==> config.mk <==
export PLATFORM = sky130hd
export DESIGN_NAME = alu_addsub_pipe
export DESIGN_NICKNAME = d
export VERILOG_FILES = /design/src/rtl/alu_addsub_pipe.sv
export SDC_FILE = /design/constraint.sdc
export NUM_CORES = 1
export LEC_CHECK = 0
export CAP_MARGIN = 20
export CORE_MARGIN = 2
export CORE_UTILIZATION = 53
export DETAILED_ROUTE_END_ITERATION = 10
export HOLD_SLACK_MARGIN = 0.05
export PLACE_DENSITY = 0.81
export SLEW_MARGIN = 20
export SYNTH_ARGS = -nofsm -noshare
export SYNTH_HDL_FRONTEND = slang
export SYNTH_SLANG_ARGS = --single-unit
==> constraint.sdc <==
create_clock -name clk -period 3.7 [get_ports clk]
set_input_delay 0.74 -clock clk [delete_from_list [all_inputs] [get_ports clk]]
set_output_delay 0.74 -clock clk [all_outputs]
set_load 0.005 [all_outputs]
==> src/rtl/alu_addsub_pipe.sv <==
// alu_addsub_pipe: two-stage pipelined 32-bit adder/subtractor.
// Produces the sum/difference together with the Z/V/N flags and a
// registered copy of operand A for the ALU compare/result-mux stage.
// Both sides use a valid/ready handshake, so a slow consumer can stall it.
//
// Optional build macro: ALU_ADDSUB_SKID_EN
//   defined   -> a one-entry skid register at the input. in_ready comes
//                straight from a flop and has no combinational path from
//                out_ready. Capacity is 3 ops.
//   undefined -> no skid. in_ready is combinational from out_ready.
//                Capacity is 2 ops.
module alu_addsub_pipe (
  input  logic        clk,
  input  logic        reset,
  input  logic        in_valid,
  output logic        in_ready,
  input  logic [31:0] in_a,
  input  logic [31:0] in_b,
  input  logic        in_sub,
  input  logic        in_sign,
  output logic        out_valid,
  input  logic        out_ready,
  output logic [31:0] out_s,
  output logic [31:0] out_a,
  output logic        out_z,
  output logic        out_v,
  output logic        out_n
);

  // Stage 1 holds the operands. The carry-in always equals the sub bit, so
  // s1_sub_reg also serves as the adder carry-in.
  logic        s1_valid_reg;
  logic [31:0] s1_a_reg;
  logic [31:0] s1_b_reg;     // already conditionally inverted (b')
  logic        s1_sub_reg;
  logic        s1_sign_reg;

  // Stage 2 registers drive the outputs directly.
  logic        out_valid_reg;
  logic [31:0] out_s_reg;
  logic [31:0] out_a_reg;
  logic        out_z_reg;
  logic        out_v_reg;
  logic        out_n_reg;

  // Pipeline advance controls.
  logic s2_load;
  logic s1_adv;
  logic s1_load;

  assign s2_load = ~out_valid_reg | out_ready;
  assign s1_adv  = s1_valid_reg & s2_load;
  assign s1_load = ~s1_valid_reg | s1_adv;

  // Operand source that feeds stage 1. This is either the skid entry or the
  // input port.
  logic        src_valid;
  logic [31:0] src_a;
  logic [31:0] src_b;
  logic        src_sub;
  logic        src_sign;

`ifdef ALU_ADDSUB_SKID_EN
  logic        skid_valid_reg;
  logic [31:0] skid_a_reg;
  logic [31:0] skid_b_reg;
  logic        skid_sub_reg;
  logic        skid_sign_reg;
  logic        in_fire;

  // While the skid is occupied, in_ready is low. The skid entry is therefore
  // always older than anything on the input port, and it goes first.
  assign in_ready  = ~skid_valid_reg;
  assign in_fire   = in_valid & ~skid_valid_reg;
  assign src_valid = skid_valid_reg | in_valid;
  assign src_a     = skid_valid_reg ? skid_a_reg    : in_a;
  assign src_b     = skid_valid_reg ? skid_b_reg    : in_b;
  assign src_sub   = skid_valid_reg ? skid_sub_reg  : in_sub;
  assign src_sign  = skid_valid_reg ? skid_sign_reg : in_sign;

  // Capture an accepted op that stage 1 cannot take this cycle. Drain the
  // skid as soon as stage 1 loads.
  always_ff @(posedge clk) begin
    if (reset) begin
      skid_valid_reg <= 1'b0;
      skid_a_reg     <= '0;
      skid_b_reg     <= '0;
      skid_sub_reg   <= 1'b0;
      skid_sign_reg  <= 1'b0;
    end else if (skid_valid_reg) begin
      if (s1_load) begin
        skid_valid_reg <= 1'b0;
      end
    end else if (in_fire && !s1_load) begin
      skid_valid_reg <= 1'b1;
      skid_a_reg     <= in_a;
      skid_b_reg     <= in_b;
      skid_sub_reg   <= in_sub;
      skid_sign_reg  <= in_sign;
    end
  end
`else
  assign in_ready  = s1_load;
  assign src_valid = in_valid;
  assign src_a     = in_a;
  assign src_b     = in_b;
  assign src_sub   = in_sub;
  assign src_sign  = in_sign;
`endif

  // b' = sub ? ~b : b. Each bit is XORed with the sub bit.
  logic [31:0] src_b_sel;
  genvar gi;
  generate
    for (gi = 0; gi < 32; gi++) begin : g_binv
      assign src_b_sel[gi] = src_b[gi] ^ src_sub;
    end
  endgenerate

  // Stage 1: register the operand set whenever stage 1 is free or advancing.
  always_ff @(posedge clk) begin
    if (reset) begin
      s1_valid_reg <= 1'b0;
      s1_a_reg     <= '0;
      s1_b_reg     <= '0;
      s1_sub_reg   <= 1'b0;
      s1_sign_reg  <= 1'b0;
    end else if (s1_load) begin
      s1_valid_reg <= src_valid;
      if (src_valid) begin
        s1_a_reg    <= src_a;
        s1_b_reg    <= src_b_sel;
        s1_sub_reg  <= src_sub;
        s1_sign_reg <= src_sign;
      end
    end
  end

  // 33-bit add and flag derivation. The extra bit is the carry out (c32).
  logic [32:0] sum33;
  logic [31:0] s_next;
  logic        c32;
  logic        z_next;
  logic        v_next;
  logic        n_next;
  logic        sv_next;

  assign sum33   = {1'b0, s1_a_reg} + {1'b0, s1_b_reg} + {32'd0, s1_sub_reg};
  assign s_next  = sum33[31:0];
  assign c32     = sum33[32];
  assign z_next  = (s_next == 32'd0);
  assign sv_next = (s1_a_reg[31] == s1_b_reg[31]) & (s_next[31] != s1_a_reg[31]);

  // Select the overflow and negative rules for the signed/unsigned mode.
  always_comb begin
    v_next = 1'b0;
    n_next = 1'b0;
    if (s1_sign_reg) begin
      v_next = sv_next;
      n_next = s_next[31] ^ sv_next;   // true sign of the exact result
    end else if (s1_sub_reg) begin
      v_next = ~c32;                   // borrow
      n_next = ~c32;                   // unsigned A < B
    end else begin
      v_next = c32;
      n_next = 1'b0;
    end
  end

  // Stage 2: load a result (or a bubble) when the output slot is free or
  // draining. Data stays put while the consumer stalls.
  always_ff @(posedge clk) begin
    if (reset) begin
      out_valid_reg <= 1'b0;
      out_s_reg     <= '0;
      out_a_reg     <= '0;
      out_z_reg     <= 1'b0;
      out_v_reg     <= 1'b0;
      out_n_reg     <= 1'b0;
    end else if (s2_load) begin
      out_valid_reg <= s1_valid_reg;
      if (s1_valid_reg) begin
        out_s_reg <= s_next;
        out_a_reg <= s1_a_reg;
        out_z_reg <= z_next;
        out_v_reg <= v_next;
        out_n_reg <= n_next;
      end
    end
  end

  assign out_valid = out_valid_reg;
  assign out_s     = out_s_reg;
  assign out_a     = out_a_reg;
  assign out_z     = out_z_reg;
  assign out_v     = out_v_reg;
  assign out_n     = out_n_reg;

endmodule

==> Word level (Yosys, flattened, before mapping) <==
Index checks and enable logic that the tools add are counted.
{ "classes": {"n_reduce_logical": 3, "mux": 4, "n_bitwise": 40, "eq_ne": 2, "add_sub_neg": 2} }
{ "ops": {"columns": ["operator", "count"], "rows": [
  ["32-bit by 32-bit adder with 33-bit output", 1],
  ["33-bit by 1-bit adder with 33-bit output", 1],
  ["1-bit bitwise XOR", 33],
  ["32-bit logical NOT", 1],
  ["1-bit two-way mux", 4],
  ["2-bit AND reduction", 2],
  ["1-bit inverter", 3],
  ["1-bit AND", 2],
  ["1-bit bitwise OR", 2],
  ["1-bit equality test", 1],
  ["1-bit != test", 1]
]} }
{ "word_totals": {"elab_cells": 62, "input_bits": 70, "register_bits": 135, "output_inout_bits": 69} }

==> Longest topological paths before layout <==
Gate-level depths: netlist of the first run.
{ "logic_depth": {"depth_word": 6, "depth_mapped": 17, "mapped_depth_nobuf": 17} }

==> Least setup slack after synthesis of the first run <==
Ideal clock, no wire load.
{ "synth_path": {"path_type": "flip-flop to flip-flop", "from": "register s1_a_reg[0]", "to": "register out_v_reg (netlist: out_v)", "arrival_time_ns": 3.123, "period_less_slack_ns": 3.253, "setup_ns": 0.130, "stages_incl_launch_ff": 18, "slack_ns": 0.447, "t_required_ns": 3.570, "n_path_buf": 0, "path_cell_list": "dfxtp_1 > inv_1 > fa_1 > inv_1 > fa_1 > a211oi_2 > o211ai_2 > a21oi_2 > o21ai_4 > a2111oi_2 > o41ai_2 > a21oi_1 > nor2_1 > nor2_1 > ha_1 > nor2_1 > a311oi_1 > nor3_1"} }
{ "synth_between": {"elab_chain_cells": 5, "word_cells_on_any_way": 7, "cone_classes": "2 x add/sub; 1 x eq/ne; 2 x mux; 2 x bitwise"} }
{ "synth_lines": {"columns": ["element", "line_no", "text"], "rows": [
  ["from (decl)", "33", "logic [31:0] s1_a_reg;"],
  ["from (signal assigned)", "131", "s1_a_reg <= src_a;"],
  ["32-bit by 32-bit adder with 33-bit output (*)", "148", "assign sum33 = {1'b0, s1_a_reg} + {1'b0, s1_b_reg} + {32'd0, s1_sub_reg};"],
  ["33-bit by 1-bit adder with 33-bit output (*)", "148", null],
  ["1-bit != test / 1-bit inverter (equally long branches)", "152, 162", null],
  ["1-bit AND / 1-bit two-way mux (equally long branches)", "152, 161", null],
  ["1-bit two-way mux (*)", "158", "if (s1_sign_reg) begin"],
  ["to (signal assigned)", "186", "out_v_reg <= v_next;"],
  ["to (decl)", "43", "logic out_v_reg;"]
]} }
Every way passes the cells marked *; elsewhere a longest branch is shown, timed or not.
A chain may end at the register's enable or synchronous reset.

==> Worst setup path after layout of the first run <==
{ "layout_path": {"from": "register s1_sub_reg", "to": "register out_v_reg (netlist: out_v)"} }
{ "layout_between": {"elab_chain_cells": 4, "word_cells_on_any_way": 6, "cone_classes": "1 x add/sub; 1 x eq/ne; 2 x mux; 2 x bitwise"} }
{ "layout_lines": {"columns": ["element", "line_no", "text"], "rows": [
  ["from (decl)", "35", "logic s1_sub_reg;"],
  ["from (signal assigned)", "133", "s1_sub_reg <= src_sub;"],
  ["33-bit by 1-bit adder with 33-bit output", "148", null],
  ["1-bit != test / 1-bit inverter (equally long branches)", "152, 162", null],
  ["1-bit AND / 1-bit two-way mux (equally long branches)", "152, 161", null],
  ["1-bit two-way mux (*)", "158", null]
]} }
Marks and branches as above.

==> results.md, run 1 <==
- Fmax: 294.4 MHz
- Area of the multi-input gates: 4190 um^2
- Sequential share of the synthesized area: 37.72%
- Setup TNS: 0 ps
- Internal: 0.003111 W
- Crit path DAT: 3670 ps
- Sw Pwr: 0.001060 W
- Layout Utilization: 70.04%
- Area growth syn-to-layout: 29.46%
- Crit start category: flip-flop
- WP buf/inv: 2
- Unique masters post-synth: 74
- Mapped Area: 7164 um^2
- CP max-delay cell: a2111oi_4
- Post-Syn Nets: 1022
- Max_slew headroom: 29.67%
- Static leakage: 3.474 nW
- DR iter-0 viols: 635
- DR WL/cell: 15.14 um
- Top-Level Pins: 139
- Setup Skew: 5.920 ps
- Vias: 6767
- Synth area leaders: dfxtp_1, nand2_1, a21oi_1
- Clk root buf: clkbuf_16
- Max_cap viols: 0
- Met1 GRT Util: 35.59%
- Mapped Cells: 918
- Share of layout cells above drive strength 1: 6.957%
- # H-tree levels: 4
- Worst vdd ir: 0.2980 mV
- WL final: 18340 um
- Worst-Skew Late Latency: 430 ps
- Critical Path Sink Type: flip-flop
- Placed Area: 8596 um^2
- Grt met2 use: 39.06%
- Critical path data required time: 3980 ps
- Tcrit/Tclk final: 91.79%
- Pwr Density: 449.7 nW/um^2
- I/O Buffers: 138
- Place WS: 169.0 ps
- Detailed placer's ending HPWL: 12870 um
- Antenna viol nets, final: 0
- Nets: 1126
- Flop pwr share: 38.2%
- DRC viols: 0
- Design Area, Final: 9275 um^2
- Total track usage: 25.53%
- Top Family by Delay on Critical Path: compound AO/OA/AOI/OAI gates
- Crit path cell chain: inv_1 -> fa_2 -> inv_1 -> fa_2 -> a211oi_2 -> o211ai_2 -> a21oi_2 -> o21ai_4 -> a2111oi_4 -> o41ai_2 -> a21oi_1 -> nor2_1 -> nor2_1 -> ha_1 -> nor2_1 -> a311oi_2 -> nor3_1
- First-pass DRT Iterations: 5
- Initial antenna violation count: 0
- Switching share of power: 25.41%
- Synth top area share: 37.72%
- CTS clk-pin slew, worst paths: 50 ps
- Worst hold-check path type: reg -> reg
- Logic pwr share: 17.5%
- Number of global-route vias before repair: 6206
- First-pass GRT wire length: 29950 um
- Synth Warn #: 0
- Final-report hold violation count: 0
- Starting Density: 54.10%
- Fin worst setup slack: 303.7 ps
- Die Wd: 120.3 um
- Power, Total: 0.004171 W
- Endpoints failing setup: 0
- Core Area: 13240 um^2
- Inserted Diodes: 0
- Grt peak-use layer: met2
- Mean Syn Cell Area: 7.804 um^2
- Largest net degree at the start of global routing: 79
- Outcome: finished clean
- Fillers: 1128
- Clock share of power: 44.3%
- Vias per cell: 5.588
- Crit Path Class: reg -> reg
- Synth area leader: dfxtp_1
- Async SR Flop Fraction: 0%
- M3 GR Usage: 5.330%
- Num CTS Buffers: 17
- Cell mode on critical path: nor2_1
- CTS Buffer Depth: 2
- Grt total ovfl: 0
- TritonCTS clock tree: built
- Global placement routability congestion: 0.9578
- Die Height: 120.3 um
- Max stage delay on crit path: 440 ps
- Die area: 14460 um^2
- Hold Buf Count CTS: 0
- Sequential cell area: 2703 um^2
- Synth Register Bits: 135
- Cell Rows: 42
- Final Critical Period: 3396 ps
- Synth Flop Type: dfxtp_1
- Worst-path fanout max: 4
- Tightest Pin Transition: 1055 ps
- Pins Over Slew Limit: 0
- CTS Sinks: 135
- Post-synth EDFFs: 0
-- synth_stat cells (all sizes together), types with 2 or more instances --
master,number
a2111oi,4
a211oi,45
a21boi,5
a21o,7
a21oi,127
a221oi,2
a22oi,2
a31oi,3
and2,2
and3,3
buf,17
clkbuf,45
dfxtp,135
fa,2
ha,32
inv,16
nand2,198
nand2b,3
nand3,14
nand3b,3
nand4,7
nor2,83
nor2b,8
nor3,18
nor3b,2
nor4,3
o2111ai,3
o211a,3
o211ai,6
o21a,6
o21ai,29
o311ai,5
o31a,3
o31ai,4
or2,3
or3,5
or4,3
xnor2,42
xor2,7
-- worst reg2reg max path: cells and delay by family (launching register included) --
kind / cells / cell delay, ps
and+or+nand+nor: 4 / 260
DFF: 1 / 330
AOI/OAI and AO/OA: 8 / 1740
adders and majority gates: 3 / 760
buffers and inverters: 2 / 150
-- path summary, 6_finish.rpt --
path	slack, ps	cells past startpoint	end	start
setup / recovery	300	17	out_v	s1_sub_reg
hold / removal	450	2	out_s[11]	out_s[11]
setup reg to reg	300	17	out_v	s1_sub_reg
hold reg to reg	450	2	out_s[11]	out_s[11]
-- routing by layer --
metal  wire [um]  vias up
met3         955       22
met2        8296      206
met1        8825     3129
met5           0        -
met4         261        0
li1            -     3410
-- metrics by stage --
step	hold slack (ps)	instances
floorplan	445.1	918
finish	452.1	1211
detailed placement	447.8	1178
CTS	455.1	1210
global route	465.4	1211
global placement	442.9	1178
-- placed cells by master, fill, tap and decap left out, types with 5 or more instances in the layout --
master / Yosys / routed
o211ai_1: 5 / 5
a21oi_1: 124 / 124
nand3_1: 14 / 14
clkbuf_16: 0 / 17
clkdlybuf4s50_1: 0 / 136
o21ai_1: 8 / 8
xor2_1: 7 / 7
buf_4: 1 / 9
bufinv_16: 0 / 5
o21a_1: 5 / 5
nand4_1: 7 / 7
xnor2_1: 42 / 42
nor2b_1: 7 / 6
nand2_1: 197 / 197
a211oi_1: 43 / 43
dfxtp_1: 135 / 135
o21ai_0: 19 / 19
nor3_1: 18 / 18
ha_1: 32 / 32
inv_1: 16 / 16
a21o_1: 7 / 7
or3_1: 5 / 5
nor2_1: 82 / 82
-- power groups by stage --
stage          sequential (W)  combinational [W]  clock (W)
2_1_floorplan         0.00161           0.000466          0
3_3_place_gp          0.00162           0.000704          0
3_5_place_dp          0.00162           0.000713          0
4_1_cts               0.00159           0.000721    0.00188
5_1_grt               0.00160           0.000804    0.00194
6_report              0.00159           0.000731    0.00185
-- layout make-up --
cell class / instances / area share, %
Multi-Input combinational cell: 705 / 45.18
Sequential cell: 135 / 29.14
Timing Repair Buffer: 147 / 15.68
Clock buffer: 23 / 5.153
Tap cell: 176 / 2.374
Clock inverter: 9 / 1.835
Inverter: 16 / 0.6475
-- cell families (layout without fill, tap and decap cells) --
logic type / Yosys count / in the layout / share of synthesized area (%)
AOI/OAI and AO/OA: 261 / 261 / 23.68
xor gates and xnor gates: 49 / 49 / 5.990
adders and majority gates: 34 / 34 / 6.147
buffers and inverters: 78 / 195 / 4.279
DFF: 135 / 135 / 37.72
muxes: 1 / 1 / 0.1397
and+or+nand+nor: 360 / 360 / 22.04
-- timing repair --
action	4_1_cts	5_1_grt
gates resized for setup	0	4
setup buffers	0	1
setup endpoints to repair	0	2
Power figures use the tool's default switching activity.
==> inputs of run 2 (changes only) <==
--- a/config.mk
+++ b/config.mk
@@ -6,8 +6,9 @@
 export NUM_CORES = 1
 export LEC_CHECK = 0
 export CAP_MARGIN = 20
-export CORE_MARGIN = 2
+export CORE_MARGIN = 4
 export CORE_UTILIZATION = 53
+export CTS_CLUSTER_DIAMETER = 40
 export DETAILED_ROUTE_END_ITERATION = 10
 export HOLD_SLACK_MARGIN = 0.05
 export PLACE_DENSITY = 0.81
==> run 2 against run 1 <==
Utilization down 0.71 points. First-iteration DRC count down 8.3%. Combinational power about the same. Cell count down 0.41%. Non-clock buffer count unchanged. Die area up 6.8%. Design area down 1.0%. Largest power group is now sequential cells. Highest routed layer unchanged.
==> results.md, run 2 (synthesized netlist as in run 1, its figures left out) <==
- Outcome: finished clean
- First-pass GRT wire length: 30660 um (+2.4%)
- Die Wd: 124.3 um (+3.3%)
- Worst-path fanout max: 4 (unchanged)
- Share of layout cells above drive strength 1: 6.505% (-0.45 points)
- Post-CTS Setup Repair Bufs: 0 (unchanged)
- DR iter-0 viols: 582 (-8.3%)
- Pwr Density: 424.8 nW/um^2 (-5.5%)
- DRC viols: 0 (unchanged)
- Endpoints failing setup: 0 (unchanged)
- Tightest Pin Transition: 1003 ps (-52.32 ps)
- Initial antenna violation count: 0 (unchanged)
- Hold Buf Count CTS: 0 (unchanged)
- Inserted Diodes: 0 (unchanged)
- Crit start category: flip-flop
- Final Critical Period: 3400 ps (+3.393 ps)
- Non-filler cells, final: 1206 (-0.41%)
- Worst-Skew Late Latency: 420 ps (about the same)
- Grt total ovfl: 0 (unchanged)
- Antenna viol nets, final: 0 (unchanged)
- Crit Path Class: reg -> reg
- Tcrit/Tclk final: 91.88% (about the same)
- WL final: 18500 um (+0.89%)
- Power, Total: 0.003900 W (-6.5%)
- Detailed placer's ending HPWL: 13410 um (+4.2%)
- TritonCTS clock tree: built
- Starting Density: 54.10% (unchanged)
- Vias: 6765 (-0.030%)
- Most common cell after layout, fill and taps aside: nand2_1
- Worst vdd ir: 0.2758 mV (-7.4%)
- Largest net degree at the start of global routing: 78 (-1.3%)
- Cell mode on critical path: nor2_1
- CTS Buffer Depth: 2 (unchanged)
- Place WS: 210.5 ps (+41.52 ps)
- Die Height: 124.3 um (+3.3%)
- RSZ-0062 raised after global routing: no
- Dpl cells: 1179 (+0.085%)
- Critical path data required time: 3970 ps (about the same)
- Fmax: 294.1 MHz (about the same)
- CP max-delay cell: fa_1
- CTS Sinks: 135 (unchanged)
- DR WL/cell: 15.34 um (+1.3%)
- Worst hold-check path type: reg -> reg
- Setup Skew: 6.357 ps (+0.4369 ps)
- Total track usage: 23.68% (-1.8 points)
- Max_slew headroom: 33.16% (+3.5 points)
- Core Area: 13240 um^2 (unchanged)
- Number of global-route vias before repair: 6367 (+2.6%)
- Max_cap viols: 0 (unchanged)
- Crit path cell chain: inv_1 -> fa_1 -> inv_1 -> fa_1 -> a211oi_2 -> o211ai_2 -> a21oi_2 -> o21ai_4 -> a2111oi_4 -> o41ai_2 -> a21oi_1 -> nor2_1 -> nor2_1 -> ha_1 -> nor2_1 -> a311oi_1 -> nor3_1
- Cell Rows: 42 (unchanged)
- Vias per cell: 5.609 (+0.38%)
- Pins Over Slew Limit: 0 (unchanged)
- Critical Path Sink Type: flip-flop
- I/O Buffers: 138 (unchanged)
- Final-report hold violation count: 0 (unchanged)
- Area growth syn-to-layout: 28.15%
- Num CTS Buffers: 17 (unchanged)
- Static leakage: 3.437 nW (-1.1%)
- Global placement routability congestion: 0.9420 (-1.6%)
- First-pass DRT Iterations: 6 (+1)
- Clk root buf: clkbuf_16
- Die area: 15440 um^2 (+6.8%)
- Nets: 1126 (unchanged)
- Setup TNS: 0 ps (unchanged)
- Most frequent cells in the layout: nand2_1, clkdlybuf4s50_1, dfxtp_1
- CTS clk-pin slew, worst paths: 50 ps (about the same)
- Top-Level Pins: 139 (unchanged)
- Max stage delay on crit path: 430 ps (about the same)
- Crit path DAT: 3670 ps (about the same)
- # H-tree levels: 4 (unchanged)
- Fin worst setup slack: 300.3 ps (-3.393 ps)
[run 2: cell count changes in the layout (fill, tap and decap cells not counted)]
cell / delta
a311oi_2: -1
fa_1: +2
clkinv_2: -1
buf_4: -1
fa_2: -2
buf_12: +1
a311oi_1: +1
bufinv_16: -4
clkbuf_1: -3
clkbuf_8: +3
[run 2: worst paths after layout]
check / from / endpoint / slack, ps / cells past startpoint
hold reg to reg: out_a[11] / out_a[11] / 450 / 2
setup / recovery: s1_a_reg[0] / out_v / 300 / 17
setup reg to reg: s1_a_reg[0] / out_v / 300 / 17
hold / removal: out_a[11] / out_a[11] / 450 / 2
[run 2: cell type report]
cell class                      instances  area (um^2)
Clock buffer                           23        508.0
Clock inverter                          4        45.04
Fill cell                            1112         4061
Inverter                               16        60.06
Multi-Input combinational cell        705         4179
Sequential cell                       135         2703
Tap cell                              176        220.2
Timing Repair Buffer                  147         1466
[run 2: repair_timing]
action	CTS	global route
endpoints found under the setup margin	0	1
resized for setup	0	1
endpoints found under the hold margin	0	0
[run 2: power breakdown]
group          internal (W)  switching [W]  leakage [nW]
clock               0.00101       0.000571         0.278
sequential          0.00154      0.0000541          1.11
combinational      0.000331       0.000400          2.05
total               0.00287        0.00102          3.44
[run 2: worst max-delay path, delay by kind of cell (launching register included)]
family	cells	cell delay (ps)
and+or+nand+nor	4	240
adders and majority gates	3	800
buffers and inverters	2	150
DFF	1	320
AOI/OAI and AO/OA	8	1720
[run 2: per-layer routing]
| metal | GRT usage, % | routed length [um] | up-vias |
|---|---|---|---|
| met5 | 0 | 0 | - |
| met4 | 7.672 | 284 | 0 |
| met3 | 4.460 | 1125 | 18 |
| met2 | 37.37 | 8383 | 227 |
| met1 | 32.79 | 8708 | 3098 |
| li1 | - | - | 3422 |
[run 2: metrics by stage]
stage / instance area [um^2] / hold WS, ps / util (%)
floorplan: 7164 / 445.1 / -
global placement: 8616 / 442.0 / 65.06
detailed placement: 8616 / 445.7 / 65.06
CTS: 9169 / 452.7 / 69.24
global route: 9181 / 465.8 / 69.33
finish: 9181 / 451.5 / 69.33
